--- src/rtl/mux_scan_ctrl_pkg.sv ---
// Shared definitions for the mux scan sequencer: state encoding, default
// geometry and the settle-counter width helper.
package mux_scan_ctrl_pkg;

    localparam int unsigned DEF_SEL_W  = 2;
    localparam int unsigned DEF_SETTLE = 1;

    typedef enum logic [1:0] {
        MS_IDLE   = 2'd0,
        MS_SETTLE = 2'd1,
        MS_SAMPLE = 2'd2,
        MS_DONE   = 2'd3
    } ms_state_e;

    // A zero settle time still needs a one-bit counter.
    function automatic int unsigned cnt_width(input int unsigned settle);
        return (settle == 0) ? 1 : (($clog2(settle + 1) < 1) ? 1 : $clog2(settle + 1));
    endfunction

endpackage

--- src/rtl/mux_scan_settle_cnt.sv ---
// Loadable down-counter that times the settle interval after each select change.
module mux_scan_settle_cnt #(
    parameter int unsigned W      = 1,
    parameter int unsigned RELOAD = 0
) (
    input  logic clk_i,
    input  logic rst_i,
    input  logic load_i,
    input  logic dec_i,
    output logic zero_o
);

    localparam logic [W-1:0] RELOAD_V = W'(RELOAD);

    logic [W-1:0] cnt_q;
    logic [W-1:0] cnt_d;

    always_comb begin
        cnt_d = cnt_q;
        if (load_i) begin
            cnt_d = RELOAD_V;
        end else if (dec_i && (cnt_q != '0)) begin
            cnt_d = cnt_q - W'(1);
        end
    end

    always_ff @(posedge clk_i) begin
        if (rst_i) begin
            cnt_q <= '0;
        end else begin
            cnt_q <= cnt_d;
        end
    end

    assign zero_o = (cnt_q == '0);

endmodule

--- src/rtl/mux_scan_ctrl.sv ---
// Scans a 2**SEL_W:1 mux through every select value and assembles the sampled
// word. Define MUX_SCAN_PARITY_EN to add a registered even-parity output.
module mux_scan_ctrl
    import mux_scan_ctrl_pkg::*;
#(
    parameter int unsigned SEL_W  = DEF_SEL_W,
    parameter int unsigned SETTLE = DEF_SETTLE,
    localparam int unsigned N_IN  = 1 << SEL_W
) (
    input  logic             clk,
    input  logic             rst,
    input  logic             start,
    input  logic             f_in,
    output logic [SEL_W-1:0] sel,
    output logic             busy,
    output logic             data_valid,
    output logic [N_IN-1:0]  data
`ifdef MUX_SCAN_PARITY_EN
    ,
    output logic             parity
`endif
);

    localparam int unsigned      CNT_W    = cnt_width(SETTLE);
    localparam logic [SEL_W-1:0] SEL_LAST = SEL_W'(N_IN - 1);

    ms_state_e        state_q;
    logic [SEL_W-1:0] sel_q;
    logic             busy_q;
    logic             dv_q;
    logic [N_IN-1:0]  shadow_q;
    logic [N_IN-1:0]  data_q;
    logic             cnt_load;
    logic             cnt_dec;
    logic             cnt_zero;

    always_comb begin
        cnt_load = ((state_q == MS_IDLE) && start) ||
                   ((state_q == MS_SAMPLE) && (sel_q != SEL_LAST));
        cnt_dec  = (state_q == MS_SETTLE) && !cnt_zero;
    end

    mux_scan_settle_cnt #(
        .W      (CNT_W),
        .RELOAD (SETTLE)
    ) u_settle_cnt (
        .clk_i  (clk),
        .rst_i  (rst),
        .load_i (cnt_load),
        .dec_i  (cnt_dec),
        .zero_o (cnt_zero)
    );

`ifdef MUX_SCAN_PARITY_EN
    logic parity_q;
`endif

    always_ff @(posedge clk) begin
        if (rst) begin
            state_q  <= MS_IDLE;
            sel_q    <= '0;
            busy_q   <= 1'b0;
            dv_q     <= 1'b0;
            shadow_q <= '0;
            data_q   <= '0;
`ifdef MUX_SCAN_PARITY_EN
            parity_q <= 1'b0;
`endif
        end else begin
            dv_q <= 1'b0;
            case (state_q)
                MS_IDLE: begin
                    if (start) begin
                        state_q <= MS_SETTLE;
                        busy_q  <= 1'b1;
                    end
                end
                MS_SETTLE: begin
                    if (cnt_zero) begin
                        state_q <= MS_SAMPLE;
                    end
                end
                MS_SAMPLE: begin
                    shadow_q[sel_q] <= f_in;
                    // sel returns to 0 as DONE is entered so it never sits past the last input.
                    if (sel_q == SEL_LAST) begin
                        state_q <= MS_DONE;
                        sel_q   <= '0;
                    end else begin
                        state_q <= MS_SETTLE;
                        sel_q   <= sel_q + SEL_W'(1);
                    end
                end
                MS_DONE: begin
                    data_q  <= shadow_q;
                    dv_q    <= 1'b1;
                    busy_q  <= 1'b0;
                    sel_q   <= '0;
                    state_q <= MS_IDLE;
`ifdef MUX_SCAN_PARITY_EN
                    parity_q <= ^shadow_q;
`endif
                end
                default: begin
                    state_q <= MS_IDLE;
                end
            endcase
        end
    end

    assign sel        = sel_q;
    assign busy       = busy_q;
    assign data_valid = dv_q;
    assign data       = data_q;
`ifdef MUX_SCAN_PARITY_EN
    assign parity     = parity_q;
`endif

endmodule
--- config.mk ---
export PLATFORM = sky130hd
export DESIGN_NAME = mux_scan_ctrl
export DESIGN_NICKNAME = d
export VERILOG_FILES = /design/src/rtl/mux_scan_ctrl_pkg.sv /design/src/rtl/mux_scan_settle_cnt.sv /design/src/rtl/mux_scan_ctrl.sv
export SDC_FILE = /design/constraint.sdc
export NUM_CORES = 1
export LEC_CHECK = 0
export CORE_MARGIN = 5
export CORE_UTILIZATION = 49
export DETAILED_ROUTE_END_ITERATION = 16
export GPL_TIMING_DRIVEN = 0
export HOLD_SLACK_MARGIN = 0.02
export PLACE_DENSITY = 0.78
export SYNTH_ARGS = -nofsm -noshare
export SYNTH_HDL_FRONTEND = slang
export SYNTH_SLANG_ARGS = --single-unit
--- constraint.sdc ---
create_clock -name clk -period 1.5 [get_ports clk]
set_input_delay 0.3 -clock clk [delete_from_list [all_inputs] [get_ports clk]]
set_output_delay 0.3 -clock clk [all_outputs]
set_load 0.05 [all_outputs]
* Yosys cells after proc, flatten, opt, wreduce, memory -nomap -nowiden *
Index checks and enable logic that the tools add are counted.

operators by class
  $add $sub $neg = 2
  multipliers = 0
  div/mod/pow operators = 0
  order comparisons = 2
  eq/ne operators = 7
  shift operators = 0
  mux-type cells = 14
  bitwise operators = 0
  reduce and logical (&&, ||, !) cells = 12

operators by type and width
  cell                                                               count
  2-to-1 mux 2 bit                                                   4
  one-hot mux 2 bit (4 select lines)                                 1
  equality test 2 bit, second input constant                         3
  != test 2 bit, second input constant                               3
  nonzero test 2 bit                                                 3
  logical AND 1 bit                                                  5
  2-to-1 mux 1 bit                                                   5
  bitwise mux 4 bit                                                  1
  one-hot mux 2 bit (2 select lines)                                 1
  AND reduction 2 bit                                                2
  less-than comparator 2 x 3 -> 1 bit, second input constant         1
  adder 2 x 1 -> 2 bit, second input constant                        1
  demux 1 bit (select 2 bit)                                         1
  equality test 2 x 1 -> 1 bit, second input constant                1
  greater-or-equal comparator 2 x 1 -> 1 bit, second input constant  1
  zero test 2 bit                                                    1
  one-hot mux 1 bit (2 select lines)                                 1
  logical OR 1 bit                                                   1
  subtractor 1 bit, second input constant                            1

storage, ports and cells
  register bits after elaboration = 15
  latch bits = 0
  bits in writable memories = 0
  ROM bits = 0
  input bits = 4
  output and inout port bits = 8
  word-level logic and storage cells = 44
  memories kept = 0

* Logic depth before layout (Yosys ltp) *
  depth after elaboration = 5
  mapped depth = 4
  depth with buffers taken out = 4

* By module *
From an unflattened synthesis, not the netlist that was laid out.

second synthesis, totals
  cells, all modules = 74
  area total of the unflattened synthesis = 718.2 µm²

modules (own cells, without submodules)
  module               instances  cells each  area each (µm²)  seq. area each (µm²)
  mux_scan_ctrl        1          69          675.6            280.3
  mux_scan_settle_cnt  1          5           42.5             20.0

* Worst setup path before layout *
No wires, ideal clock.

  path type = reg-to-reg
  start = reg sel_q[0], in the netlist sel[0]
  end = reg sel_q[0], in the netlist sel[0]
  library setup time = 0.070 ns
  data arrival time = 1.376 ns
  data required time = 1.430 ns
  setup slack = 0.054 ns
  cell stages (with the launch flop) = 4
  path buffers = 0
  cells stage by stage = dfxtp_1 ha_1 or4b_1 a21oi_1

on the way
  longest elaborated chain between the ends = 3
  elaborated cells between the ends (all ways) = 4
  classes of those cells = 1 x add/sub; 1 x eq/ne; 2 x mux

RTL lines
  what                                                                line                                      source
  from (decl)                                                         mux_scan_ctrl.sv:28                       logic [SEL_W-1:0] sel_q;
  from (signal assigned)                                              mux_scan_ctrl.sv:91                       sel_q <= sel_q + SEL_W'(1);
  adder 2 x 1 -> 2 bit / equality test 2 bit (equally long branches)  mux_scan_ctrl.sv:91, mux_scan_ctrl.sv:86
  2-to-1 mux 2 bit *                                                  mux_scan_ctrl.sv:86                       if (sel_q == SEL_LAST) begin
  one-hot mux 2 bit (2 select lines) *                                mux_scan_ctrl.sv:71                       case (state_q)

Mark *: on every way between the ends. The rest lies on a longest branch, timed or not.
A chain may end at the register's enable or synchronous reset.

* Worst setup path in the final report *
  start = reg data_q[2], in the netlist data[2]
  end = out data[2]

RTL lines
  what                    line                 source
  from (decl)             mux_scan_ctrl.sv:32  logic [N_IN-1:0] data_q;
  from (signal assigned)  mux_scan_ctrl.sv:95  data_q <= shadow_q;
  to (decl)               mux_scan_ctrl.sv:17  output logic [N_IN-1:0] data

No word-level cell between the ends.

==> results.yml <==
status:
  status: "complete, no violations"
synthesis:
  synth.area.top_cells: "dfxtp_1 (43%), nand2b_1 (8.9%), a21bo_2 (7.2%)"
  synth_fp_nets: 80
  syn_area_um2: 699
  syn_inst: 72
  synth_async_sr_flop_share: 0
  synth_edf_count: 0
  ys_top_cells_by_count: "dfxtp_1 (15), nand2b_1 (10), a21oi_1 (8), a21bo_2 (5), nand3b_1 (5)"
  synth_top_area_cell: "dfxtp_1"
  synth_most_common_cell: "dfxtp_1"
  synth_ff_type: "dfxtp_1"
  synth_cell_types: 20
  synth_warnings: 0
  postSynthAreaPerCell_um2: 9.71
  ys_seq_elements: 15
  yosysSeqAreaShare: 0.429
  netlist.area_leader.share: 0.429
pwr:
  p_int_uw: 564
  finalPower_uw: 765
  powerDensity_nw_per_um2: 901
  seq_power_share: 0.554
  p_clk_frac: 0.294
  power.switching_uw: 202
  p_leak_uw: 0.000368
  peakVddDrop_mv: 0.453
  power_frac_comb: 0.152
  switching_share: 0.263
clocking:
  cts_max_path_buffers: 2
  cts_setup_buffers: 0
  insertion_delay_ps: 280
  cts-root-buf: "clkbuf_4"
  cts_inserted_buffers: 3
  htree_levels: 1
  path_clk_slew_ps: 90
  cts.sinks: 15
  cts_tree: "yes"
sta:
  post-route-min-period_ps: 1430
  hold_viol_final: 0
  fmax_ghz: 0.699
  maxSlewViolCount: 0
  rsz0062_at_grt: "false"
  timing.hold.ws_ps: 468
  clock_skew_ps: 3.38
  slew_headroom: 0.673
  period_share: 0.954
  setup_violations: 0
  tightest_slew_ps: 493
  fin_ws_ps: 69.7
setup_path:
  cp.required_ps: 1200
  cp_data_arrival_time_ps: 1130
  critPathBufInv: 1
  slowest_stage: "dlygate4sd2_1"
  path_cells: "dlygate4sd2_1"
  end_kind: "output pin"
  cp_max_fo: 2
  path_class: "flop to output pin"
  cp-start-kind: "flop"
  crit_path_max_incr_delay_ps: 530
  critical-path-top-delay-family: "buffers and inverters"
placement:
  placed_cells: 98
  place.gp.congestion: 0.754
  dp_hpwl_um: 923
  dpl_worst_slack_ps: -32.6
  portBuffers: 11
grt:
  grt_max_degree: 11
  grt-ovfl-total: 0
  grt_pass1_vias: 531
  antenna_found_initial: 0
  track_usage: 0.145
  grt_pass1_wl_um: 2260
detailed_routing:
  drt_first_pass_iters: 2
  ant_nets: 0
  drc: 0
  routedWlPerCell_um: 12.6
  wirelength_um: 1280
  viasPerCell: 5.47
  vias: 558
  drtIter0Drc: 4
die:
  die_y_um: 47.8
  num_rows: 13
  core_um2: 1330
  die_w_um: 47.8
  start_util: 0.524
  io_pins: 12
  dieArea_um2: 2280
cells_and_area:
  final_core_util: 0.637
  final_layout_size_suffix_gt1_frac: 0.172
  finalNetCount: 96
  area_growth_pct: 21.5
  fillers: 124
  fin_cells: 102
  num_antenna_cells: 0
run:
  max_cap_violations: 0
min_path:
  min_path_type: "flop to flop"
-- repair_timing --
item | CTS | global route
resized for setup | 12 | 0
hold buffers | 0 | 0
endpoints found under the setup margin | 8 | 0
hold endpoints to repair | 0 | 0
-- cells in the final DEF (no fill, tap or decap), types with 3 or more instances in the layout --
cell              n
clkdlybuf4s50_1   3
nand2b_1         10
dlygate4sd2_1     6
clkbuf_4          3
dfxtp_1          15
nand3b_1          5
nand3_1           4
a21oi_1           8
a21bo_2           5
mux2i_1           4
ha_1              4
inv_1             3
buf_2             4
-- state kept, by name (all words and copies together), names as in the netlist --
name	count
shadow_q	4
state_q	2
u_settle_cnt.cnt_q	1
sel	2
data	4
busy	1
data_valid	1
-- logic make-up after synthesis --
kind of cell,after synthesis,synth area share
buffers and inverters,8,0.0501
flip-flops,15,0.429
AND/OR/NAND/NOR,25,0.229
multiplexers,4,0.0572
adder cells (fa/ha/maj),4,0.0716
AO/OA/AOI/OAI,16,0.163
-- metal layers --
metal,GRT usage,vias up,share of wire
met5,0,-,0
met1,0.167,266,0.47
met2,0.245,11,0.48
met4,0.0323,0,0
met3,0.0677,0,0.055
li1,-,281,-
-- area by class of cell --
| type | count | area, um^2 | area share |
|---|---|---|---|
| Clock buffer | 4 | 26.3 | 0.0309 |
| Buffer | 5 | 23.8 | 0.0280 |
| Multi-Input combinational cell | 49 | 364 | 0.429 |
| Sequential cell | 15 | 300 | 0.353 |
| Timing Repair Buffer | 11 | 105 | 0.124 |
| Inverter | 3 | 11.3 | 0.0133 |
| Tap cell | 15 | 18.8 | 0.0221 |
-- power groups by stage --
stage,Combinational (uW),Sequential (uW),Clock [uW]
floorplan,65.5,448,0
global placement,117,433,0
detailed placement,119,433,0
CTS,117,424,235
global route,128,426,257
finish,116,424,225
-- through the flow --
step / area, um^2 / setup TNS, ps
after floorplan: 699 / 0
after global placement: 828 / -45.0
after CTS: 850 / 0
after global routing: 850 / 0
final: 850 / 0
after detailed placement: 828 / -199
-- worst paths after layout --
| kind | start | to | slack (ps) | cells past startpoint |
|---|---|---|---|---|
| min | shadow_q[0] | data[0] | 470 | 2 |
| min reg2reg | shadow_q[0] | data[0] | 470 | 2 |
| max | data[2] | data[2] | 70 | 1 |
| max reg2reg | sel[0] | sel[0] | 200 | 3 |
-- worst reg2reg max path, cell delays in order, from the launching register on --
cell and delay, ps:
dfxtp_1 370, ha_1 240, or4b_1 480, a21oi_1 150
Note: power is estimated with default switching activity, not from simulation.
